`src/rtl/ps2_pkg.sv`:
```
// Shared PS/2 definitions: FSM state encoding, frame length and the frame bit mux.
// Used by both the keyboard emulator and the board's PS/2 receiver.
package ps2_pkg;

    localparam int PS2_FRAME_BITS = 11;

    typedef enum logic [2:0] {
        IDLE    = 3'd0,
        SEND_HI = 3'd1,
        SEND_LO = 3'd2,
        GAP     = 3'd3,
        ABORT   = 3'd4
    } ps2_state_e;

    // Frame order: start(0), data[0..7], odd parity, stop(1).
    function automatic logic frame_bit(input logic [7:0] dat, input logic [3:0] idx);
        logic b;
        b = 1'b1;
        case (idx)
            4'd0:                                    b = 1'b0;
            4'd1, 4'd2, 4'd3, 4'd4,
            4'd5, 4'd6, 4'd7, 4'd8:                  b = dat[3'(idx - 4'd1)];
            4'd9:                                    b = ~^dat;
            default:                                 b = 1'b1;
        endcase
        return b;
    endfunction

endpackage

```
`src/rtl/ps2_keyboard_tx_if.sv`:
```
// Byte-queue handshake, inhibit and PS/2 line bundle of the keyboard emulator.
// slave = emulator side, master = the block feeding scan codes / observing the lines.
interface ps2_keyboard_tx_if;

    logic [7:0] tx_data;
    logic       tx_valid;
    logic       tx_ready;
    logic       inhibit;
    logic       ps2_clk;
    logic       ps2_data;
    logic       busy;
    logic       frame_done;
    logic [7:0] frames_sent;

    modport master (
        output tx_data, tx_valid, inhibit,
        input  tx_ready, ps2_clk, ps2_data, busy, frame_done, frames_sent
    );

    modport slave (
        input  tx_data, tx_valid, inhibit,
        output tx_ready, ps2_clk, ps2_data, busy, frame_done, frames_sent
    );

endinterface

```
`src/rtl/ps2_tx_fifo.sv`:
```
// Small synchronous byte queue with peek; full/empty come from a registered count.
// A push while full is dropped; pop is only ever issued when non-empty.
module ps2_tx_fifo #(
    parameter int DEPTH = 4,
    parameter int WIDTH = 8
) (
    input  logic             clk,
    input  logic             rst,
    input  logic             push_i,
    input  logic [WIDTH-1:0] push_dat_i,
    input  logic             pop_i,
    output logic [WIDTH-1:0] peek_o,
    output logic             full_o,
    output logic             empty_o
);

    localparam int AW = $clog2(DEPTH);

    logic [WIDTH-1:0] mem_q [DEPTH];
    logic [AW-1:0]    wr_ptr_q, wr_ptr_d;
    logic [AW-1:0]    rd_ptr_q, rd_ptr_d;
    logic [AW:0]      cnt_q, cnt_d;
    logic             push_ok;

    assign full_o  = (cnt_q == (AW+1)'(DEPTH));
    assign empty_o = (cnt_q == '0);
    assign push_ok = push_i && !full_o;
    assign peek_o  = mem_q[rd_ptr_q];

    always_comb begin
        wr_ptr_d = wr_ptr_q;
        rd_ptr_d = rd_ptr_q;
        cnt_d    = cnt_q;
        if (push_ok) wr_ptr_d = wr_ptr_q + AW'(1);
        if (pop_i)   rd_ptr_d = rd_ptr_q + AW'(1);
        case ({push_ok, pop_i})
            2'b10:   cnt_d = cnt_q + (AW+1)'(1);
            2'b01:   cnt_d = cnt_q - (AW+1)'(1);
            default: cnt_d = cnt_q;
        endcase
    end

    always_ff @(posedge clk) begin
        if (push_ok) mem_q[wr_ptr_q] <= push_dat_i;
    end

    always_ff @(posedge clk or posedge rst) begin
        if (rst) begin
            wr_ptr_q <= '0;
            rd_ptr_q <= '0;
            cnt_q    <= '0;
        end else begin
            wr_ptr_q <= wr_ptr_d;
            rd_ptr_q <= rd_ptr_d;
            cnt_q    <= cnt_d;
        end
    end

endmodule

```
`src/rtl/ps2_keyboard_tx.sv`:
```
// Device-side PS/2 keyboard emulator: serialises queued bytes as 11-bit frames, 2 clk start latency.
// tx_ready drops when the queue is full; host inhibit aborts a frame and it is resent whole later.
module ps2_keyboard_tx
    import ps2_pkg::*;
#(
    parameter int HALF_PERIOD = 16,
    parameter int GAP_CYCLES  = 64,
    parameter int FIFO_DEPTH  = 4
) (
    input  logic              clk,
    input  logic              reset,
    ps2_keyboard_tx_if.slave  bus
);

    localparam int MAX_CNT = (HALF_PERIOD > GAP_CYCLES) ? HALF_PERIOD : GAP_CYCLES;
    localparam int PH_W    = $clog2(MAX_CNT + 1);
    localparam logic [PH_W-1:0] HP_LAST  = PH_W'(HALF_PERIOD - 1);
    localparam logic [PH_W-1:0] GAP_LAST = PH_W'(GAP_CYCLES - 1);
    localparam logic [3:0]      LAST_BIT = 4'(PS2_FRAME_BITS - 1);

    ps2_state_e      state_q;
    logic [PH_W-1:0] phase_q;
    logic [3:0]      bit_idx_q;
    logic            ps2_clk_q;
    logic            ps2_data_q;
    logic            busy_q;
    logic            frame_done_q;
    logic [7:0]      frames_sent_q;

    logic       fifo_full;
    logic       fifo_empty;
    logic       fifo_pop;
    logic [7:0] head_dat;

    // The head byte stays in the queue for the whole frame so an aborted frame can be resent.
    ps2_tx_fifo #(
        .DEPTH (FIFO_DEPTH),
        .WIDTH (8)
    ) u_fifo (
        .clk        (clk),
        .rst        (reset),
        .push_i     (bus.tx_valid),
        .push_dat_i (bus.tx_data),
        .pop_i      (fifo_pop),
        .peek_o     (head_dat),
        .full_o     (fifo_full),
        .empty_o    (fifo_empty)
    );

    assign fifo_pop = (state_q == SEND_LO) && (phase_q == HP_LAST) &&
                      (bit_idx_q == LAST_BIT) && !bus.inhibit;

    assign bus.tx_ready    = !fifo_full;
    assign bus.ps2_clk     = ps2_clk_q;
    assign bus.ps2_data    = ps2_data_q;
    assign bus.busy        = busy_q;
    assign bus.frame_done  = frame_done_q;
    assign bus.frames_sent = frames_sent_q;

    always_ff @(posedge clk or posedge reset) begin
        if (reset) begin
            state_q       <= IDLE;
            phase_q       <= '0;
            bit_idx_q     <= '0;
            ps2_clk_q     <= 1'b1;
            ps2_data_q    <= 1'b1;
            busy_q        <= 1'b0;
            frame_done_q  <= 1'b0;
            frames_sent_q <= '0;
        end else begin
            frame_done_q <= 1'b0;
            case (state_q)
                IDLE: begin
                    if (!fifo_empty && !bus.inhibit) begin
                        state_q   <= SEND_HI;
                        phase_q   <= '0;
                        bit_idx_q <= '0;
                        busy_q    <= 1'b1;
                    end
                end
                SEND_HI, SEND_LO: begin
                    if (bus.inhibit) begin
                        state_q    <= ABORT;
                        phase_q    <= '0;
                        bit_idx_q  <= '0;
                        ps2_clk_q  <= 1'b1;
                        ps2_data_q <= 1'b1;
                    end else if (state_q == SEND_HI) begin
                        // Data changes only right after the rising edge, well clear of the sampling edge.
                        if (phase_q == '0) ps2_data_q <= frame_bit(head_dat, bit_idx_q);
                        if (phase_q == HP_LAST) begin
                            state_q   <= SEND_LO;
                            phase_q   <= '0;
                            ps2_clk_q <= 1'b0;
                        end else begin
                            phase_q <= phase_q + PH_W'(1);
                        end
                    end else if (phase_q == HP_LAST) begin
                        phase_q   <= '0;
                        ps2_clk_q <= 1'b1;
                        if (bit_idx_q < LAST_BIT) begin
                            state_q   <= SEND_HI;
                            bit_idx_q <= bit_idx_q + 4'd1;
                        end else begin
                            state_q       <= GAP;
                            bit_idx_q     <= '0;
                            ps2_data_q    <= 1'b1;
                            frame_done_q  <= 1'b1;
                            frames_sent_q <= frames_sent_q + 8'd1;
                        end
                    end else begin
                        phase_q <= phase_q + PH_W'(1);
                    end
                end
                GAP: begin
                    if (!bus.inhibit) begin
                        if (phase_q == GAP_LAST) begin
                            state_q <= IDLE;
                            phase_q <= '0;
                            busy_q  <= 1'b0;
                        end else begin
                            phase_q <= phase_q + PH_W'(1);
                        end
                    end
                end
                ABORT: begin
                    if (!bus.inhibit) begin
                        state_q <= GAP;
                        phase_q <= '0;
                    end
                end
                default: begin
                    state_q    <= IDLE;
                    phase_q    <= '0;
                    bit_idx_q  <= '0;
                    ps2_clk_q  <= 1'b1;
                    ps2_data_q <= 1'b1;
                    busy_q     <= 1'b0;
                end
            endcase
        end
    end

endmodule

```
`src/flat_wrapper.sv`:
```
// flat-port wrapper written by rule: the top's interface ports become plain ports
module ps2_keyboard_tx_flat import ps2_pkg::*;
#(
    parameter int HALF_PERIOD = 16,
    parameter int GAP_CYCLES  = 64,
    parameter int FIFO_DEPTH  = 4
)
  (clk, reset, bus_tx_data, bus_tx_valid, bus_inhibit, bus_tx_ready, bus_ps2_clk, bus_ps2_data, bus_busy, bus_frame_done, bus_frames_sent);
  ps2_keyboard_tx_if bus_i ();
  input  logic clk;
  input  logic reset;
  input wire logic [$bits(bus_i.tx_data)-1:0] bus_tx_data;
  input wire logic [$bits(bus_i.tx_valid)-1:0] bus_tx_valid;
  input wire logic [$bits(bus_i.inhibit)-1:0] bus_inhibit;
  output wire logic [$bits(bus_i.tx_ready)-1:0] bus_tx_ready;
  output wire logic [$bits(bus_i.ps2_clk)-1:0] bus_ps2_clk;
  output wire logic [$bits(bus_i.ps2_data)-1:0] bus_ps2_data;
  output wire logic [$bits(bus_i.busy)-1:0] bus_busy;
  output wire logic [$bits(bus_i.frame_done)-1:0] bus_frame_done;
  output wire logic [$bits(bus_i.frames_sent)-1:0] bus_frames_sent;
  assign bus_i.tx_data = bus_tx_data;
  assign bus_i.tx_valid = bus_tx_valid;
  assign bus_i.inhibit = bus_inhibit;
  assign bus_tx_ready = bus_i.tx_ready;
  assign bus_ps2_clk = bus_i.ps2_clk;
  assign bus_ps2_data = bus_i.ps2_data;
  assign bus_busy = bus_i.busy;
  assign bus_frame_done = bus_i.frame_done;
  assign bus_frames_sent = bus_i.frames_sent;
  ps2_keyboard_tx #(.HALF_PERIOD(HALF_PERIOD), .GAP_CYCLES(GAP_CYCLES), .FIFO_DEPTH(FIFO_DEPTH)) u_core (.clk(clk), .reset(reset), .bus(bus_i));
endmodule
```
`config.mk`:
```
export PLATFORM = sky130hd
export DESIGN_NAME = ps2_keyboard_tx_flat
export DESIGN_NICKNAME = d
export VERILOG_FILES = /design/src/rtl/ps2_pkg.sv /design/src/rtl/ps2_keyboard_tx_if.sv /design/src/rtl/ps2_tx_fifo.sv /design/src/rtl/ps2_keyboard_tx.sv /design/src/flat_wrapper.sv
export SDC_FILE = /design/constraint.sdc
export NUM_CORES = 1
export LEC_CHECK = 0
export CORE_AREA = 2 2 84 86
export CTS_BUF_LIST = sky130_fd_sc_hd__clkbuf_2
export CTS_CLUSTER_DIAMETER = 80
export DETAILED_ROUTE_END_ITERATION = 12
export DIE_AREA = 0 0 86 88
export GPL_TIMING_DRIVEN = 0
export PLACE_DENSITY = 0.83
export SYNTH_ARGS = -nofsm -noshare
export SYNTH_HDL_FRONTEND = slang
export SYNTH_SLANG_ARGS = --single-unit
```
`constraint.sdc`:
```
create_clock -name clk -period 2.65 [get_ports clk]
set_input_delay 0.265 -clock clk [delete_from_list [all_inputs] [get_ports clk]]
set_output_delay 0.265 -clock clk [all_outputs]
set_load 0.02 [all_outputs]
```
==> results of run 1 <==
registers in the layout, summed over array words and instances, names as in the netlist, 2 cells and up:
| name | count |
|---|---|
| u_core.u_fifo.cnt_q | 3 |
| u_core.bus.frames_sent | 8 |
| u_core.u_fifo.mem_q | 32 |
| u_core.u_fifo.rd_ptr_q | 2 |
| u_core.bit_idx_q | 4 |
| u_core.phase_q | 7 |
| u_core.state_q | 3 |
| u_core.u_fifo.wr_ptr_q | 2 |
synth_stat cells (3+ instances only):
library cell,n,area [um2]
sky130_fd_sc_hd__nor2_1,11,41.3
sky130_fd_sc_hd__o31ai_1,7,52.6
sky130_fd_sc_hd__nor3_1,3,15.0
sky130_fd_sc_hd__xnor2_1,25,219
sky130_fd_sc_hd__inv_1,14,52.6
sky130_fd_sc_hd__mux4_2,11,248
sky130_fd_sc_hd__nand4b_1,3,26.3
sky130_fd_sc_hd__a21o_1,3,22.5
sky130_fd_sc_hd__xor2_1,10,87.6
sky130_fd_sc_hd__nand3_1,9,45.0
sky130_fd_sc_hd__nand2_1,18,67.6
sky130_fd_sc_hd__dfrtp_1,31,776
sky130_fd_sc_hd__a22o_1,3,26.3
sky130_fd_sc_hd__clkbuf_1,8,30.0
sky130_fd_sc_hd__edfxtp_1,32,961
sky130_fd_sc_hd__and3_1,7,43.8
sky130_fd_sc_hd__mux2_2,6,67.6
sky130_fd_sc_hd__o21ai_0,15,75.1
sky130_fd_sc_hd__a21oi_1,9,45.0
sky130_fd_sc_hd__ha_1,13,163
sky130_fd_sc_hd__nand3b_1,3,22.5
final cells by class:
cell class | count | share of cell area
Buffer | 10 | 0.0109
Clock buffer | 12 | 0.0149
Clock inverter | 4 | 0.0112
Inverter | 14 | 0.0130
Multi-Input combinational cell | 197 | 0.410
Sequential cell | 65 | 0.444
Tap cell | 80 | 0.0248
Timing Repair Buffer | 28 | 0.0708
where the power goes:
group | internal [mW] | switching [mW] | total (mW)
combinational | 0.562 | 0.732 | 1.29
clock | 0.225 | 0.351 | 0.576
sequential | 1.27 | 0.141 | 1.41
stage by stage:
stage                     cell area [um2]  TNS [ns]
after floorplan                      3520         0
after global placement               3860    -0.952
after detailed placement             3860     -1.27
after CTS                            4000         0
after global routing                 4030         0
final                                4030         0
repair_timing:
| item | in CTS | in global routing |
|---|---|---|
| hold buffers | 0 | 1 |
| endpoints found under the setup margin | 3 | 1 |
| setup buffers | 2 | 0 |
| gates resized for setup | 5 | 0 |
| pin swaps | 1 | 1 |
| endpoints found under the hold margin | 0 | 6 |
| gates cloned | 0 | 0 |
final timing paths:
| path | to | slack [ns] | cells after the start |
|---|---|---|---|
| setup / recovery | u_core.u_fifo.cnt_q[2] | 0.12 | 8 |
| hold reg to reg | u_core.bus.frames_sent[7] | 0.48 | 1 |
| setup reg to reg | u_core.u_fifo.cnt_q[2] | 0.12 | 8 |
| max in group asynchronous | u_core.bus.ps2_data | 1.62 | 4 |
| hold / removal | u_core.u_fifo.mem_q[3][5] | 0.39 | 1 |
| min in group asynchronous | u_core.phase_q[2] | 0.53 | 3 |
per-layer routing:
| metal | routed length [um] | part of all wire | global-route usage |
|---|---|---|---|
| met2 | 3260 | 0.49 | 0.316 |
| met1 | 3070 | 0.46 | 0.255 |
| met3 | 259 | 0.039 | 0.0509 |
| met4 | 117 | 0.017 | 0.0794 |
| met5 | 0 | 0 | 0 |
worst max-delay path, stage by stage (launching register included):
cell,delay [ns]
sky130_fd_sc_hd__dfrtp_1,0.48
sky130_fd_sc_hd__or4b_4,0.60
sky130_fd_sc_hd__nor4_4,0.29
sky130_fd_sc_hd__ha_1,0.24
sky130_fd_sc_hd__inv_1,0.06
sky130_fd_sc_hd__fa_1,0.38
sky130_fd_sc_hd__xor2_1,0.15
sky130_fd_sc_hd__nor2_1,0.11
sky130_fd_sc_hd__xor2_1,0.15
cell families (layout without fill, tap and decap cells):
logic type	count (synthesis)	after routing	share of synthesized area
simple gates	70	70	0.115
flops	65	65	0.508
compound gates	59	59	0.117
xor+xnor	35	35	0.0871
buf+inv	24	68	0.0263
mux	19	19	0.0952
fa+ha+maj	14	14	0.0519
==> flow_results.xml, run 1 <==
<?xml version="1.0" encoding="UTF-8"?>
<metrics>
  <group name="clocking">
    <metric name="cts_tree" unit="">done</metric>
    <metric name="clkLatencyLatePin" unit="ns">0.48</metric>
    <metric name="clock_tree.root_cell" unit="">sky130_fd_sc_hd__clkbuf_2</metric>
    <metric name="cts_htree_levels" unit="">3</metric>
    <metric name="cts.sink_count" unit="">65</metric>
    <metric name="ctsLongestPathBuffers" unit="">2</metric>
    <metric name="path_clk_slew" unit="ns">0.18</metric>
    <metric name="tritoncts.num_buffers" unit="">9</metric>
  </group>
  <group name="detailed_routing">
    <metric name="average_vias_per_placed_instance" unit="">5.82</metric>
    <metric name="dr_total_vias" unit="">2385</metric>
    <metric name="first_iteration_detailed_routing_drc_count" unit="">141</metric>
    <metric name="finalWirelength" unit="mm">6.70</metric>
    <metric name="antenna_left" unit="">0</metric>
    <metric name="routed_length_per_placed_instance" unit="um">16.3</metric>
    <metric name="remaining_drc_errors" unit="">0</metric>
    <metric name="detail_route.first_pass.iterations" unit="">4</metric>
  </group>
  <group name="cells_and_area">
    <metric name="finish.net_count" unit="">351</metric>
    <metric name="fill_cells" unit="">511</metric>
    <metric name="regArea" unit="um2">1790</metric>
    <metric name="syn_to_final_growth" unit="%">14.5</metric>
    <metric name="drive_above_1_share" unit="">0.155</metric>
    <metric name="mostFrequentLayoutCell" unit="">sky130_fd_sc_hd__edfxtp_1</metric>
    <metric name="num_antenna_cells" unit="">0</metric>
    <metric name="multi_input_comb_area" unit="um2">1650</metric>
    <metric name="final-instance-count-excl-fill" unit="">410</metric>
    <metric name="final_cell_mix" unit="">sky130_fd_sc_hd__edfxtp_1 (32), sky130_fd_sc_hd__dfrtp_1 (30), sky130_fd_sc_hd__xnor2_1 (25)</metric>
    <metric name="post-route-util" unit="">0.607</metric>
  </group>
  <group name="floorplanning">
    <metric name="die_h" unit="um">88</metric>
    <metric name="ioPinCount" unit="">25</metric>
    <metric name="core.rowCount" unit="">30</metric>
    <metric name="effective_utilization_at_floorplan" unit="">0.530</metric>
    <metric name="core" unit="um2">6640</metric>
    <metric name="die_w" unit="um">86</metric>
    <metric name="die_ar" unit="um2">7570</metric>
  </group>
  <group name="place">
    <metric name="dpl_hpwl" unit="mm">4.90</metric>
    <metric name="dp_worst_setup_slack" unit="ns">-0.607</metric>
    <metric name="placed_cells_incl_taps" unit="">390</metric>
    <metric name="routabilityCongestion" unit="">0.828</metric>
    <metric name="buffer_ports.inserted" unit="">24</metric>
  </group>
  <group name="critical_path">
    <metric name="setup.worst_path.class" unit="">reg2reg</metric>
    <metric name="cp.required" unit="ns">3.07</metric>
    <metric name="setup.worst_path.end_class" unit="">flop</metric>
    <metric name="cp_data_arrival_time" unit="ns">2.95</metric>
    <metric name="setup.worst_path.start" unit="">u_core.state_q[0]</metric>
    <metric name="timing.rr.start" unit="">u_core.state_q[0]</metric>
    <metric name="start_kind" unit="">flop</metric>
    <metric name="critPathMaxFanout" unit="">7</metric>
  </group>
  <group name="sta">
    <metric name="timing_hold_violations_final" unit="">0</metric>
    <metric name="postLayoutSetupSlackWorst" unit="ns">0.118</metric>
    <metric name="hold_worst_slack" unit="ns">0.395</metric>
    <metric name="finalSetupViolations" unit="">0</metric>
    <metric name="timing.final.crit_period" unit="ns">2.53</metric>
    <metric name="fmax" unit="MHz">395</metric>
    <metric name="tightestPinTransition" unit="ns">0.791</metric>
    <metric name="clock_skew_after_layout" unit="ns">0.0186</metric>
    <metric name="slew_headroom" unit="">0.472</metric>
    <metric name="timing.final.max_slew_violations" unit="">0</metric>
    <metric name="post-route-period-util" unit="">0.955</metric>
    <metric name="grt_setup_unrepaired" unit="">no</metric>
  </group>
  <group name="flow_run">
    <metric name="drv.max_cap_violation_count" unit="">0</metric>
  </group>
  <group name="global_route">
    <metric name="gr-total-overflow" unit="">0</metric>
    <metric name="first_global_vias" unit="">2416</metric>
    <metric name="global_route_wire_length_before_repair" unit="mm">11.4</metric>
    <metric name="grt_start_max_net_pins" unit="">34</metric>
    <metric name="number_of_antenna_violations_at_the_first_check_in_global_routing" unit="">0</metric>
    <metric name="grt_use_total" unit="">0.196</metric>
  </group>
  <group name="pwr">
    <metric name="power_per_cell_area" unit="nW/um2">813</metric>
    <metric name="overall_power_of_the_completed_layout" unit="mW">3.28</metric>
    <metric name="ir_worst_vdd" unit="uV">458</metric>
    <metric name="leakage_power_summed_over_all_cells" unit="nW">1.58</metric>
  </group>
  <group name="yosys">
    <metric name="synth.cell_area" unit="um2">3520</metric>
    <metric name="portion_of_the_post_synthesis_area_used_by_sequential_elements" unit="">0.508</metric>
    <metric name="netlist_instances" unit="">286</metric>
    <metric name="synth.lib_cells_used.distinct" unit="">56</metric>
    <metric name="ys_async_sr_fraction" unit="">0.508</metric>
    <metric name="synth_edf_count" unit="">32</metric>
    <metric name="ys_seq_elements" unit="">65</metric>
    <metric name="synth_area_per_cell" unit="um2">12.3</metric>
    <metric name="synth_fp_nets" unit="">312</metric>
    <metric name="synth_top_flop_cell" unit="">sky130_fd_sc_hd__edfxtp_1</metric>
    <metric name="synth_warnings" unit="">0</metric>
  </group>
  <group name="hold_path">
    <metric name="min-delay-start" unit="">bus_tx_data[5]</metric>
    <metric name="hold_path_class" unit="">in2reg</metric>
  </group>
  <group name="status">
    <metric name="status" unit="">finished clean</metric>
  </group>
</metrics>
(Power assumes the default switching activity.)
==> run 2, diff against run 1 <==
Settings changed: CELL_PAD_IN_SITES_DETAIL_PLACEMENT from default to 1, CELL_PAD_IN_SITES_GLOBAL_PLACEMENT from default to 2, CORE_AREA 2 2 84 86 to 2 2 96 98, DIE_AREA 0 0 86 88 to 0 0 98 100, DONT_BUFFER_PORTS from default to 1, PLACE_DENSITY 0.83 to 0.84.
==> run 2 against run 1 <==
  * Final area fell by 3.3%
  * Utilization fell by 17 points
  * Clock power fell by 14%
  * Critical path depth did not move
  * Die area rose by 29%
  * Critical path type unchanged
==> flow_results.xml, run 2 (same netlist as run 1, synthesis figures left out) <==
<?xml version="1.0" encoding="UTF-8"?>
<metrics>
  <group name="floorplanning">
    <metric name="core.rowCount" unit="">35</metric>
    <metric name="ioPinCount" unit="">25</metric>
    <metric name="die_w" unit="um">98</metric>
    <metric name="core" unit="um2">8890</metric>
    <metric name="effective_utilization_at_floorplan" unit="">0.396</metric>
    <metric name="die_h" unit="um">100</metric>
    <metric name="die_ar" unit="um2">9800</metric>
  </group>
  <group name="clocking">
    <metric name="clock_tree.root_cell" unit="">sky130_fd_sc_hd__clkbuf_2</metric>
    <metric name="path_clk_slew" unit="ns">0.19</metric>
    <metric name="clkLatencyLatePin" unit="ns">0.50</metric>
    <metric name="ctsLongestPathBuffers" unit="">2</metric>
    <metric name="cts_tree" unit="">done</metric>
    <metric name="cts.sink_count" unit="">65</metric>
    <metric name="tritoncts.num_buffers" unit="">9</metric>
    <metric name="cts_htree_levels" unit="">3</metric>
  </group>
  <group name="detailed_routing">
    <metric name="routed_length_per_placed_instance" unit="um">17.5</metric>
    <metric name="met2_wirelength" unit="mm">3.66</metric>
    <metric name="finalWirelength" unit="mm">7.49</metric>
    <metric name="antenna_left" unit="">0</metric>
    <metric name="dr_total_vias" unit="">2319</metric>
    <metric name="maxUsedRoutingLayer" unit="">met4</metric>
    <metric name="remaining_drc_errors" unit="">0</metric>
    <metric name="wl_met3" unit="um">190</metric>
    <metric name="first_iteration_detailed_routing_drc_count" unit="">104</metric>
    <metric name="detail_route.first_pass.iterations" unit="">4</metric>
    <metric name="average_vias_per_placed_instance" unit="">5.43</metric>
    <metric name="wl_met1" unit="mm">3.51</metric>
  </group>
  <group name="critical_path">
    <metric name="worstPathCellList" unit="">or4b_4 -&gt; nor4_4 -&gt; ha_2 -&gt; inv_1 -&gt; fa_1 -&gt; xor2_1 -&gt; nor2_1 -&gt; xor2_1</metric>
    <metric name="slowest_stage" unit="">sky130_fd_sc_hd__or4b_4</metric>
    <metric name="reg2regPathDepth" unit="">8</metric>
    <metric name="setup.worst_path.class" unit="">reg2reg</metric>
    <metric name="start_kind" unit="">flop</metric>
    <metric name="setup.worst_path.end_class" unit="">flop</metric>
    <metric name="critical_path.top_delay_family" unit="">simple AND/OR/NAND/NOR gates</metric>
    <metric name="cp_data_arrival_time" unit="ns">2.94</metric>
    <metric name="critical-path-max-stage-delay" unit="ns">0.59</metric>
    <metric name="critPathMaxFanout" unit="">6</metric>
    <metric name="cp_common_cell" unit="">sky130_fd_sc_hd__xor2_1</metric>
    <metric name="critical_path_buf_inv_count" unit="">1</metric>
    <metric name="cp.required" unit="ns">3.08</metric>
    <metric name="worstSetupPathDepth" unit="">8</metric>
  </group>
  <group name="pwr">
    <metric name="overall_power_of_the_completed_layout" unit="mW">3.20</metric>
    <metric name="ir_worst_vdd" unit="uV">459</metric>
    <metric name="leakage_power_summed_over_all_cells" unit="nW">1.52</metric>
    <metric name="power_per_cell_area" unit="nW/um2">821</metric>
  </group>
  <group name="place">
    <metric name="placed_cells_incl_taps" unit="">397</metric>
    <metric name="buffer_ports.inserted" unit="">0</metric>
    <metric name="routabilityCongestion" unit="">0.767</metric>
    <metric name="dpl_hpwl" unit="mm">5.33</metric>
    <metric name="placed_area" unit="um2">3660</metric>
  </group>
  <group name="sta">
    <metric name="finalSetupViolations" unit="">0</metric>
    <metric name="tightestPinTransition" unit="ns">0.722</metric>
    <metric name="post-route-period-util" unit="">0.946</metric>
    <metric name="timing.final.max_slew_violations" unit="">0</metric>
    <metric name="slew_headroom" unit="">0.514</metric>
    <metric name="timing_hold_violations_final" unit="">0</metric>
    <metric name="timing.final.crit_period" unit="ns">2.51</metric>
    <metric name="clock_skew_after_layout" unit="ns">0.0258</metric>
    <metric name="fmax" unit="MHz">399</metric>
  </group>
  <group name="global_route">
    <metric name="grt_start_max_net_pins" unit="">34</metric>
    <metric name="gr-total-overflow" unit="">0</metric>
    <metric name="global_route_wire_length_before_repair" unit="mm">12.5</metric>
    <metric name="grt_use_total" unit="">0.164</metric>
    <metric name="first_global_vias" unit="">2450</metric>
    <metric name="number_of_antenna_violations_at_the_first_check_in_global_routing" unit="">0</metric>
  </group>
  <group name="cells_and_area">
    <metric name="finish.net_count" unit="">337</metric>
    <metric name="final_cell_mix" unit="">sky130_fd_sc_hd__edfxtp_1 (32), sky130_fd_sc_hd__dfrtp_1 (28), sky130_fd_sc_hd__xnor2_1 (25)</metric>
    <metric name="post-route-util" unit="">0.439</metric>
    <metric name="drive_above_1_share" unit="">0.180</metric>
    <metric name="mostFrequentLayoutCell" unit="">sky130_fd_sc_hd__edfxtp_1</metric>
    <metric name="num_antenna_cells" unit="">0</metric>
    <metric name="final_cell_area" unit="um2">3900</metric>
    <metric name="final-instance-count-excl-fill" unit="">427</metric>
    <metric name="largest_register_ff_count" unit="">32</metric>
    <metric name="largest_register" unit="">u_core.u_fifo.mem_q</metric>
    <metric name="syn_to_final_growth" unit="%">10.8</metric>
  </group>
  <group name="hold_path">
    <metric name="hold_path_class" unit="">in2reg</metric>
    <metric name="holdPathStages" unit="">4</metric>
  </group>
  <group name="flow_run">
    <metric name="drv.max_cap_violation_count" unit="">0</metric>
  </group>
  <group name="status">
    <metric name="status" unit="">finished clean</metric>
  </group>
</metrics>
## run 2: path summary, 6_finish.rpt
check	slack, ns	to	from
worst min-delay path	0.06	u_core.bus.busy	bus_inhibit
worst min register to register	0.51	u_core.u_fifo.cnt_q[0]	u_core.u_fifo.cnt_q[0]
min in group asynchronous	0.30	u_core.bus.frame_done	reset
worst max register to register	0.14	u_core.u_fifo.cnt_q[2]	u_core.state_q[0]
max in group asynchronous	1.83	u_core.bit_idx_q[0]	reset
worst max-delay path	0.14	u_core.u_fifo.cnt_q[2]	u_core.state_q[0]
## run 2: where the power goes
| group | total [mW] | internal [mW] | switching [mW] |
|---|---|---|---|
| Sequential | 1.43 | 1.27 | 0.157 |
| Clock | 0.494 | 0.130 | 0.364 |
| Combinational | 1.28 | 0.547 | 0.733 |
| Total | 3.20 | 1.95 | 1.25 |
## run 2: timing repair
action	in CTS	in global routing
pin swaps	1	1
setup endpoints to repair	3	2
hold endpoints to repair	35	0
buffers inserted	2	2
hold buffers	10	0
gates resized for setup	5	4
## run 2: stage by stage
stage          TNS [ns]  hold WS (ns)  worst slack [ns]
3_5_place_dp     -0.896         0.364            -0.499
4_1_cts               0       0.00590             0.116
3_3_place_gp     -0.749         0.364            -0.449
6_report              0        0.0604             0.144
5_1_grt        -0.00789        0.0213          -0.00789
2_1_floorplan         0         0.364            0.0981
## run 2: layer usage
metal  vias to the layer above  global-route usage
met1                      1180               0.219
met2                        22               0.262
li1                       1108                   -
met5                         -                   0
met4                         0              0.0598
met3                         9              0.0404
## run 2: tightest hold or removal path, delay by kind of cell
kind / cells / cell delay [ns]
buffers and inverters: 1 / 0.05
AOI/OAI and AO/OA: 2 / 0.14
and+or+nand+nor: 1 / 0.09
## run 2: final cells by class
| cell class | instances | area, um2 |
|---|---|---|
| clock buffers | 12 | 60.1 |
| fillers | 960 | 4990 |
| multi-input cells | 197 | 1660 |
| well taps | 111 | 139 |
| inverters | 14 | 52.6 |
| flip-flops and latches | 65 | 1790 |
| repair buffers | 14 | 130 |
| plain buffers | 10 | 43.8 |
| clock inverters | 4 | 20.0 |
==> run 3, diff against run 2 <==
Settings changed: TNS_END_PERCENT from default to 20.
==> results of run 3 <==
Final layout, timing and power as in run 2 (identical DEF).
